<file path="src/rtl/traffic_pkg.sv">
// Shared constants and types for the traffic light request scheduler.
// Phase encodings, mode-state encodings {Cm,Cc} and arbitration helper.
package traffic_pkg;

  localparam int CNT_W        = 5;
  localparam int DEF_MAX_WAIT = 24;

  localparam logic [1:0] GREEN  = 2'b00;
  localparam logic [1:0] YELLOW = 2'b01;
  localparam logic [1:0] RED    = 2'b10;

  typedef logic [1:0] mode_t;

  localparam mode_t IDLE      = 2'b00;
  localparam mode_t MAIN_PRI  = 2'b10;
  localparam mode_t CROSS_PRI = 2'b01;
  localparam mode_t PEAK      = 2'b11;

  // Older side wins; a tie goes to the side not granted last.
  function automatic mode_t arbitrate(
    input logic m_older,
    input logic c_older,
    input logic lg_cross
  );
    if (m_older)
      return MAIN_PRI;
    else if (c_older)
      return CROSS_PRI;
    else if (lg_cross)
      return MAIN_PRI;
    else
      return CROSS_PRI;
  endfunction

endpackage

</file>
<file path="src/rtl/req_ager.sv">
// One pending-request latch with saturating age counter and served pulse.
// A new request wins over a same-cycle clear and restarts the age.
module req_ager
  import traffic_pkg::*;
#(
  parameter int AGE_W = 5
) (
  input  logic             clk,
  input  logic             rst,
  input  logic             tick,
  input  logic             req,
  input  logic             clr,
  output logic             pend,
  output logic [AGE_W-1:0] age,
  output logic             served
);

  localparam logic [AGE_W-1:0] AGE_MAX = '1;

  always_ff @(posedge clk or posedge rst) begin
    if (rst) begin
      pend   <= 1'b0;
      age    <= '0;
      served <= 1'b0;
    end else begin
      served <= clr & pend;
      if (req)
        pend <= 1'b1;
      else if (clr)
        pend <= 1'b0;
      if (!pend || clr)
        age <= '0;
      else if (tick && age != AGE_MAX)
        age <= age + 1'b1;
    end
  end

endmodule

</file>
<file path="src/rtl/traffic_scheduler.sv">
// Request scheduler driving the light controller mode and queue inputs.
// Optional peak-hour mode enabled by defining TRAFFIC_SCHED_PEAK_EN.
module traffic_scheduler
  import traffic_pkg::*;
#(
  parameter int MAX_WAIT = DEF_MAX_WAIT,
  parameter int AGE_W    = 5
) (
  input  logic             clk,
  input  logic             rst,
  input  logic             tick,
  input  logic             req_main,
  input  logic             req_cross,
  input  logic             peak,
  input  logic             online,
  input  logic [1:0]       phase,
  input  logic [CNT_W-1:0] countdown,
  output logic             Cm,
  output logic             Cc,
  output logic             PQm,
  output logic             PQc,
  output logic             served_main,
  output logic             served_cross
);

  localparam logic [AGE_W-1:0] LIMIT = AGE_W'(MAX_WAIT);

  logic [1:0]       phase_q;
  logic             clr_m;
  logic             clr_c;
  logic             window;
  logic             pend_m;
  logic             pend_c;
  logic [AGE_W-1:0] age_m;
  logic [AGE_W-1:0] age_c;
  logic             lg_cross;
  logic             starve_m;
  logic             starve_c;
  logic             m_older;
  logic             c_older;
  mode_t            state;
  mode_t            nxt;

`ifndef TRAFFIC_SCHED_PEAK_EN
  logic unused_peak;
  assign unused_peak = peak;
`endif

  assign clr_m  = (phase_q == GREEN) && (phase == YELLOW);
  assign clr_c  = (phase_q == RED) && (phase == GREEN);
  assign window = tick && (countdown > CNT_W'(1));

  req_ager #(.AGE_W(AGE_W)) u_main (
    .clk    (clk),
    .rst    (rst),
    .tick   (tick),
    .req    (req_main),
    .clr    (clr_m),
    .pend   (pend_m),
    .age    (age_m),
    .served (served_main)
  );

  req_ager #(.AGE_W(AGE_W)) u_cross (
    .clk    (clk),
    .rst    (rst),
    .tick   (tick),
    .req    (req_cross),
    .clr    (clr_c),
    .pend   (pend_c),
    .age    (age_c),
    .served (served_cross)
  );

  assign starve_m = age_m >= LIMIT;
  assign starve_c = age_c >= LIMIT;
  assign m_older  = age_m > age_c;
  assign c_older  = age_c > age_m;

  always_comb begin
    nxt = IDLE;
    if (online)
      nxt = IDLE;
    else if (starve_m && starve_c)
      nxt = arbitrate(m_older, c_older, lg_cross);
    else if (starve_m)
      nxt = MAIN_PRI;
    else if (starve_c)
      nxt = CROSS_PRI;
`ifdef TRAFFIC_SCHED_PEAK_EN
    else if (peak)
      nxt = PEAK;
`endif
    else if (pend_m && pend_c)
      nxt = arbitrate(m_older, c_older, lg_cross);
    else if (pend_m)
      nxt = MAIN_PRI;
    else if (pend_c)
      nxt = CROSS_PRI;
    else
      nxt = IDLE;
  end

  // Mode only moves inside the window so it is stable at countdown expiry.
  always_ff @(posedge clk or posedge rst) begin
    if (rst) begin
      state    <= IDLE;
      lg_cross <= 1'b0;
      phase_q  <= GREEN;
      PQm      <= 1'b0;
      PQc      <= 1'b0;
    end else begin
      phase_q <= phase;
      PQm     <= pend_m & ~online;
      PQc     <= pend_c & ~online;
      if (window) begin
        state <= nxt;
        if (nxt == MAIN_PRI)
          lg_cross <= 1'b0;
        else if (nxt == CROSS_PRI)
          lg_cross <= 1'b1;
      end
    end
  end

  assign Cm = state[1];
  assign Cc = state[0];

endmodule

</file>
<file path="config.mk">
export PLATFORM = sky130hd
export DESIGN_NAME = traffic_scheduler
export DESIGN_NICKNAME = d
export VERILOG_FILES = /design/src/rtl/traffic_pkg.sv /design/src/rtl/req_ager.sv /design/src/rtl/traffic_scheduler.sv
export SDC_FILE = /design/constraint.sdc
export NUM_CORES = 1
export LEC_CHECK = 0
export CORE_MARGIN = 2
export CORE_UTILIZATION = 30
export DETAILED_ROUTE_END_ITERATION = 8
export HOLD_SLACK_MARGIN = 0.05
export PLACE_DENSITY = 0.58
export SETUP_SLACK_MARGIN = 0.2
export SYNTH_ARGS = -nofsm -noshare
export SYNTH_HDL_FRONTEND = slang
export SYNTH_SLANG_ARGS = --single-unit
</file>
<file path="constraint.sdc">
create_clock -name clk -period 4.1 [get_ports clk]
set_clock_uncertainty 0.2 [all_clocks]
set_input_delay 0.615 -clock clk [delete_from_list [all_inputs] [get_ports clk]]
set_output_delay 0.615 -clock clk [all_outputs]
set_load 0.005 [all_outputs]
</file>
* Word level (Yosys, flattened, before mapping)
Cells that the tools add are included.
Storage, ports and cells: input bits 14, flip-flop bits (word level) 21, output and inout port bits 6
Cells by class: muxes and demuxes 20, magnitude comparators 5, bitwise gates (word level) 5, reductions and logical operators 19, $add $sub $neg 2, equal/unequal tests 6
Operators by type and width (number):
- 5-bit two-way mux | 4
- 2-bit two-way mux | 9
- 5-bit by 1-bit adder with 5-bit output, second input constant | 2
- 5-bit greater-or-equal comparator, second input constant | 2
- 5-bit > comparator | 2
- 5-bit != test, second input constant | 2
- 2-bit nonzero test | 5
- 1-bit logical AND | 7
- 1-bit two-way mux | 7
- 5-bit by 1-bit > comparator with 1-bit output, second input constant | 1
- 1-bit bitwise AND | 4
- 2-bit by 1-bit equality test with 1-bit output, second input constant | 2
- 2-bit equality test, second input constant | 2
- 2-bit zero test | 2
- 1-bit zero test | 2
- 1-bit logical OR | 2
- 2-bit AND reduction | 1
- 1-bit NOT | 1

* Logic depth before layout (Yosys ltp)
Gate-level depths: netlist of run 1.
depth after elaboration 11, depth in mapped cells 9, depth with buffers taken out 9

* Hierarchy
A second synthesis of run 1 with hierarchy kept.
Unflattened totals: cell total of the unflattened synthesis 114, area total of the unflattened synthesis 1172.4 sq um
Modules (own cells, without submodules):
- req_ager | cells each 31, times used 2, area an instance 330.3 sq um
- traffic_scheduler | cells each 52, times used 1, area an instance 511.7 sq um

* Least setup slack after synthesis of run 1
No wires, ideal clock.
path kind flip-flop to flip-flop, start register u_main.age[3], end register lg_cross, setup slack 1.821 ns, setup time 0.135 ns, arrival time 1.944 ns, stages on the path, launching flop included 10, data required time 3.765 ns, period minus slack after synthesis 2.279 ns, path through dfrtp_1 > inv_1 > ha_1 > and3_1 > and4_1 > a211oi_1 > nor3_1 > ha_1 > o21ai_0 > o31ai_1
Between the ends: cells in the longest elaborated chain, start to end 11
RTL lines:
- from (decl) | RTL line req_ager.sv:14 | output logic [AGE_W-1:0] age,
- from (signal assigned) | RTL line req_ager.sv:34 | age <= age + 1'b1;
- 5-bit > comparator | RTL line traffic_scheduler.sv:78 | assign c_older = age_c > age_m;
- 2-bit two-way mux | RTL line traffic_pkg.sv:27 | else if (c_older)
- 2-bit two-way mux | RTL line traffic_pkg.sv:25 | if (m_older)
- 2-bit two-way mux | RTL line traffic_scheduler.sv:94 | else if (pend_m && pend_c)
- 2-bit two-way mux | RTL line traffic_scheduler.sv:88 | else if (starve_c)
- 2-bit two-way mux | RTL line traffic_scheduler.sv:86 | else if (starve_m)
- 2-bit two-way mux (*) | RTL line traffic_scheduler.sv:84 | else if (starve_m && starve_c)
- 2-bit two-way mux (*) | RTL line traffic_scheduler.sv:82 | if (online)
- via nxt[1] | RTL line traffic_scheduler.sv:42 | mode_t nxt;
- 2-bit equality test or 2-bit by 1-bit equality test with 1-bit output (tied branches) | RTL line traffic_scheduler.sv:118, traffic_scheduler.sv:120
- 2-bit nonzero test (no line)
- 2-bit AND reduction (no line)
- to (signal assigned) | RTL line traffic_scheduler.sv:108 | lg_cross <= 1'b0;
- to (signal assigned) | RTL line traffic_scheduler.sv:119 | lg_cross <= 1'b0;
- to (signal assigned) | RTL line traffic_scheduler.sv:121 | lg_cross <= 1'b1;
- to (decl) | RTL line traffic_scheduler.sv:36 | logic lg_cross;
Mark *: on every way through the listed nets, which the timed path passes. The rest lies on a longest branch. A chain may end at the register's enable or synchronous reset.

* Worst setup path in the final report of run 1
Same ends and word-level chain as after synthesis.

==> metrics.md, run 1 <==
| Metric | Value |
|---|---|
| Port bufs | `17` |
| Final core occ | `0.3812` |
| Detailed Place HPWL | `1.609 mm` |
| CP Class | `flop to flop` |
| GRT Overall Usage | `0.1095` |
| Worst path buffer plus inverter count | `1` |
| Mean number of vias per cell | `4.605` |
| Core Region | `0.003633 mm^2` |
| Top-area cell type share of the netlist area | `0.4703` |
| Postcts setup bufs | `0` |
| Period Utilization, post-route | `0.6075` |
| TNS Setup | `0 ps` |
| Area leader, netlist | `dfrtp_1` |
| Synth warnings | `0` |
| N_diodes | `0` |
| Peak fanout along the critical path | `5` |
| CTS Buf Count | `3` |
| Post-CTS Hold Fix Bufs | `0` |
| Worst path cell trace | `inv_1 > ha_1 > and3_1 > and4_1 > a211oi_1 > nor3_1 > ha_1 > o21ai_0 > o31ai_1` |
| Top FF cell, synth | `dfrtp_1` |
| Final Hold Vio Count | `0` |
| Die Y | `65.03 um` |
| Post-synth EDFFs | `0` |
| Post-DP Area | `0.001339 mm^2` |
| Most used cell, CP | `ha_1` |
| Mapped Cells | `110` |
| DRC | `0` |
| P&R area growth vs syn | `23.96%` |
| Post-DRT Antenna Nets | `0` |
| Peak VDD IR | `129.5 uV` |
| Tot Pwr | `746.0 uW` |
| Max incr delay on CP | `410 ps` |
| Final slew viol count | `0` |
| Die W | `65.03 um` |
| CP startpoint kind | `flop` |
| Tmin final | `2491 ps` |
| Clock slew at reported path FFs | `70 ps` |
| Final setup vio count | `0` |
| Gpl congestion | `0.8230` |
| Normalized max-slew margin | `0.4771` |
| Synth Cell Area | `0.001117 mm^2` |
| Max cap viols | `0` |
| Row cnt | `22` |
| DR iter-0 viols | `45` |
| Worst-skew pair later-pin latency | `250 ps` |
| Clock sinks | `21` |
| Top-level I/O count | `20` |
| Worst Tran Pin Value | `783.5 ps` |
| Worst path slowest cell | `dfrtp_1` |
| Root Driver | `clkbuf_8` |
| Final wirelength | `2.031 mm` |
| Synth area leaders | `dfrtp_1, ha_1, nor2_1` |
| HP Class | `flop to flop` |
| Finished Layout Cells | `177` |
| Power per cell area | `538.6 mW/mm^2` |
| Clk buf depth | `2` |
| Nets@finish | `155` |
| Deepest level of the CTS H-tree | `1` |
| Full die area | `0.004228 mm^2` |
| Syn_nets | `135` |
| First-pass GRT wire length | `3.546 mm` |
| Data required time of the worst path | `4030 ps` |
| Seq/Total Area, Yosys | `0.4703` |
| Initial core utilization | `0.3075` |
| Commonest cells post-synth | `dfrtp_1, nor2_1, ha_1` |
| RSZ-0062 raised after global routing | `no` |
| Post-layout instance area | `0.001385 mm^2` |
| Status | `completed` |
| Fmax | `0.4015 GHz` |
| First-pass DRT Iterations | `4` |
| CTS tree | `yes` |
| Wire length per cell | `11.47 um` |
| Avg Inst Size Synth | `10.16 um^2` |
| Largest net degree at the start of global routing | `22` |
| Grt total ovfl | `0` |
| CP arrival | `2420 ps` |
| Placed cells | `173` |
| Leakage Power | `0.0006680 uW` |
| FFs w/ async S/R, synth | `1.000` |
| Worst Setup End Kind | `flop` |
| Initial antenna violation count | `0` |
| Synthesis-stage register bit count | `21` |
| Resized Gates After CTS | `0` |
| Vias in the first global route | `849` |
| Unique masters post-synth | `28` |
| Top Family by Delay on Critical Path | `adder cells` |
| Vias | `815` |
| Top-count cell post-synth | `dfrtp_1` |
| Layout cell share with drive strength beyond 1 | `0.05426` |
[path summary, 6_finish.rpt]
check	from	end	slack, ps	cells after the start
worst max-delay path	u_main.age[3]	lg_cross	1610	9
worst max register to register	u_main.age[3]	lg_cross	1610	9
worst min-delay path	state[1]	state[1]	290	2
max in group asynchronous	rst	u_main.age[1]	2610	2
min in group asynchronous	rst	u_cross.age[0]	610	2
worst min register to register	state[1]	state[1]	290	2
[metal layers]
metal	routed length, um	vias to the layer above	GRT usage
li1	-	412	-
met1	904	383	0.1204
met2	1015	18	0.2049
met3	83	2	0.01910
met4	27	0	0.04688
met5	0	-	0
[cell type report]
cell class / instances / area, um^2
well taps: 48 / 60.06
repair buffers: 17 / 170.2
clock inverters: 1 / 5.005
fillers: 379 / 2248
inverters: 9 / 33.78
clock buffers: 3 / 41.29
multi-input cells: 78 / 549.3
flip-flops and latches: 21 / 525.5
[placed cells by master (no fill, tap or decap), types with 2 or more instances in the layout]
cell type        synthesis  routed
a21oi_1                  8       8
and3_1                   3       3
and4_1                   2       2
clkbuf_8                 0       3
clkdlybuf4s50_1          0      17
dfrtp_1                 21      21
ha_1                    11      11
inv_1                    9       9
nand2_1                  7       7
nand2b_1                 2       2
nand3b_1                 2       2
nand4_1                  2       2
nor2_1                  18      18
nor2b_1                  3       3
o21ai_0                  3       3
xnor2_1                  4       4
xor2_1                   2       2
[per-stage QoR]
step	worst slack, ps	hold WS (ps)
2_1_floorplan	1821	265.0
3_3_place_gp	1643	261.5
3_5_place_dp	1630	268.1
4_1_cts	1604	288.3
5_1_grt	1477	302.8
6_report	1609	292.5
[cell families after synthesis]
kind of cell / after synthesis / synth area share
DFF: 21 / 0.4703
buffers and inverters: 11 / 0.03806
and+or+nand+nor: 40 / 0.1736
adders and majority gates: 11 / 0.1232
muxes: 2 / 0.02239
xor gates and xnor gates: 6 / 0.04703
AOI/OAI and AO/OA: 19 / 0.1254
[registers in the layout, summed over array words and instances, names as in the netlist]
| name | count |
|---|---|
| state | 2 |
| lg_cross | 1 |
| u_cross.pend | 1 |
| phase_q | 2 |
| u_main.age | 5 |
| u_cross.age | 5 |
| u_cross.served | 1 |
| PQc | 1 |
| u_main.pend | 1 |
| u_main.served | 1 |
| PQm | 1 |
[worst min-delay path, cell delays in order (launching register included)]
cell and delay (ps):
dfrtp_1 350, nand2_1 50, o41ai_1 50
[power breakdown]
group / total [uW] / internal [uW] / switching [uW]
Clock: 131 / 67.4 / 63.2
Sequential: 316 / 262 / 53.6
Combinational: 300 / 152 / 147
Total: 746 / 482 / 264
Note: power is estimated with default switching activity, not from simulation.
==> run 2: changes to the inputs <==
clock period = 2.4 ns   (was 4.1 ns; I/O delays follow)
==> metrics.md, run 2 (synthesis gave the netlist of run 1 again) <==
| Metric | Value |
|---|---|
| Max cap viols | `0` |
| Mean number of vias per cell | `4.545` |
| Clock sinks | `21` |
| Layout cell share with drive strength beyond 1 | `0.2308` |
| Wire length per cell | `11.61 um` |
| Grt total ovfl | `0` |
| Top-level I/O count | `20` |
| Vias in the first global route | `942` |
| RSZ-0062 raised after global routing | `yes` |
| P&R area growth vs syn | `39.08%` |
| CTS Buf Count | `3` |
| Root Driver | `clkbuf_8` |
| N_diodes | `0` |
| Deepest level of the CTS H-tree | `1` |
| Gpl congestion | `0.7772` |
| Worst Setup End Kind | `flop` |
| Detailed Place HPWL | `1.668 mm` |
| Port bufs | `17` |
| Placed cells | `183` |
| Clock slew at reported path FFs | `80 ps` |
| First-pass GRT wire length | `3.850 mm` |
| Finished Layout Cells | `191` |
| DR iter-0 viols | `26` |
| Largest net degree at the start of global routing | `22` |
| Normalized max-slew margin | `0.7806` |
| Most common cell after layout, fill and taps aside | `dfrtp_1` |
| Final slew viol count | `0` |
| CP arrival | `2180 ps` |
| R2R cell count | `9` |
| DRC | `0` |
| Data required time of the worst path | `2370 ps` |
| Period Utilization, post-route | `0.9184` |
| Worst r2r src | `u_main.age[2]` |
| Setup slack, reg-to-reg | `200 ps` |
| First-pass DRT Iterations | `4` |
| Final setup vio count | `0` |
| Die Y | `65.03 um` |
| Post-DRT Antenna Nets | `0` |
| Final wirelength | `2.218 mm` |
| Die W | `65.03 um` |
| Peak VDD IR | `309.5 uV` |
| Reg2reg end | `lg_cross` |
| Clk buf depth | `2` |
| Tmin final | `2204 ps` |
| TNS Setup | `0 ps` |
| Initial core utilization | `0.3075` |
| Fmax | `0.4537 GHz` |
| CP startpoint kind | `flop` |
| HP Class | `input port to asynchronous set/reset pin` |
| Core Region | `0.003633 mm^2` |
| Power per cell area | `1021 mW/mm^2` |
| Leakage Power | `0.0007439 uW` |
| Final Hold Vio Count | `0` |
| Commonest cells after routing, fill and taps aside | `dfrtp_1, nor2_1, clkdlybuf4s50_1` |
| GRT Overall Usage | `0.1204` |
| Vias | `868` |
| Peak fanout along the critical path | `2` |
| Row cnt | `22` |
| Worst-skew pair later-pin latency | `260 ps` |
| Filler cell count | `361` |
| Nets@finish | `169` |
| Worst Tran Pin Value | `326.2 ps` |
| Status | `completed` |
| CTS tree | `yes` |
| Initial antenna violation count | `0` |
| Largest registers | `u_cross.age: 5 flops, u_main.age: 5 flops` |
| Full die area | `0.004228 mm^2` |
| CP Class | `flop to flop` |
[run 2: cell types whose count changed in the layout (fill, tap and decap cells not counted), moves of 2 or more]
cell	previous run	this run
ha_1	11	9
o21ai_0	3	0
buf_4	0	14
a21oi_2	0	2
ha_4	0	2
nor2b_2	0	2
o21ai_1	0	2
a21oi_1	8	6
inv_2	0	2
inv_1	9	7
nor2b_1	3	1
[run 2: worst max-delay path, cell delays in order (launching register included)]
cell and delay [ps]:
dfrtp_1 370, inv_2 60, ha_1 270, and3_1 170, o21ai_1 70, buf_4 150, a211oi_4 230, nor3_2 60
ha_1 310, o31ai_1 230
[run 2: how the worst max path moves through the flow]
stage               end      startpoint  cells past startpoint
2_1_floorplan  lg_cross   u_main.age[3]                      9
3_3_place_gp   lg_cross   u_main.age[3]                     10
3_5_place_dp   lg_cross   u_main.age[2]                     10
4_1_cts        lg_cross  u_cross.age[4]                      9
5_1_grt        lg_cross   u_main.age[4]                     10
6_report       lg_cross   u_main.age[2]                      9
[run 2: metal layers]
layer | up-vias | track usage | wire, um
met1 | 409 | 0.1287 | 942
met4 | 0 | 0.06250 | 56
li1 | 440 | - | -
met3 | 4 | 0.01736 | 74
met5 | - | 0 | 0
met2 | 15 | 0.2268 | 1145
[run 2: cell type report]
class / instances / area, um^2 / share of cell area
Clock buffer: 3 / 41.29 / 0.02657
Timing Repair Buffer: 31 / 275.3 / 0.1771
Multi-Input combinational cell: 78 / 610.6 / 0.3929
Tap cell: 48 / 60.06 / 0.03865
Inverter: 9 / 33.78 / 0.02174
Clock inverter: 1 / 7.507 / 0.004831
Sequential cell: 21 / 525.5 / 0.3382
[run 2: timing repair]
item / CTS / global route
hold buffers: 0 / 0
endpoints found under the setup margin: 1 / 2
pin swaps: 6 / 1
resized for setup: 8 / 5
setup buffers: 4 / 0
[run 2: power by group]
part           leakage, uW  internal, uW  total (uW)  switching, uW
Sequential        0.000260           448         523           75.7
Clock            0.0000217           117         236            119
Combinational     0.000462           451         827            376
[run 2: stage by stage]
step                      setup slack (ps)  utilization  hold slack (ps)  total power, uW  instance area [um^2]
final                                195.7       0.4277            221.5             1586                  1554
after global routing                 90.94       0.4277            265.6             1730                  1554
after CTS                            195.6       0.4218            236.0             1549                  1533
after detailed placement             104.0       0.3926            270.8             1183                  1426
after global placement               130.2       0.3926            262.2             1161                  1426
after floorplan                      205.5            -            136.5            944.1                  1130
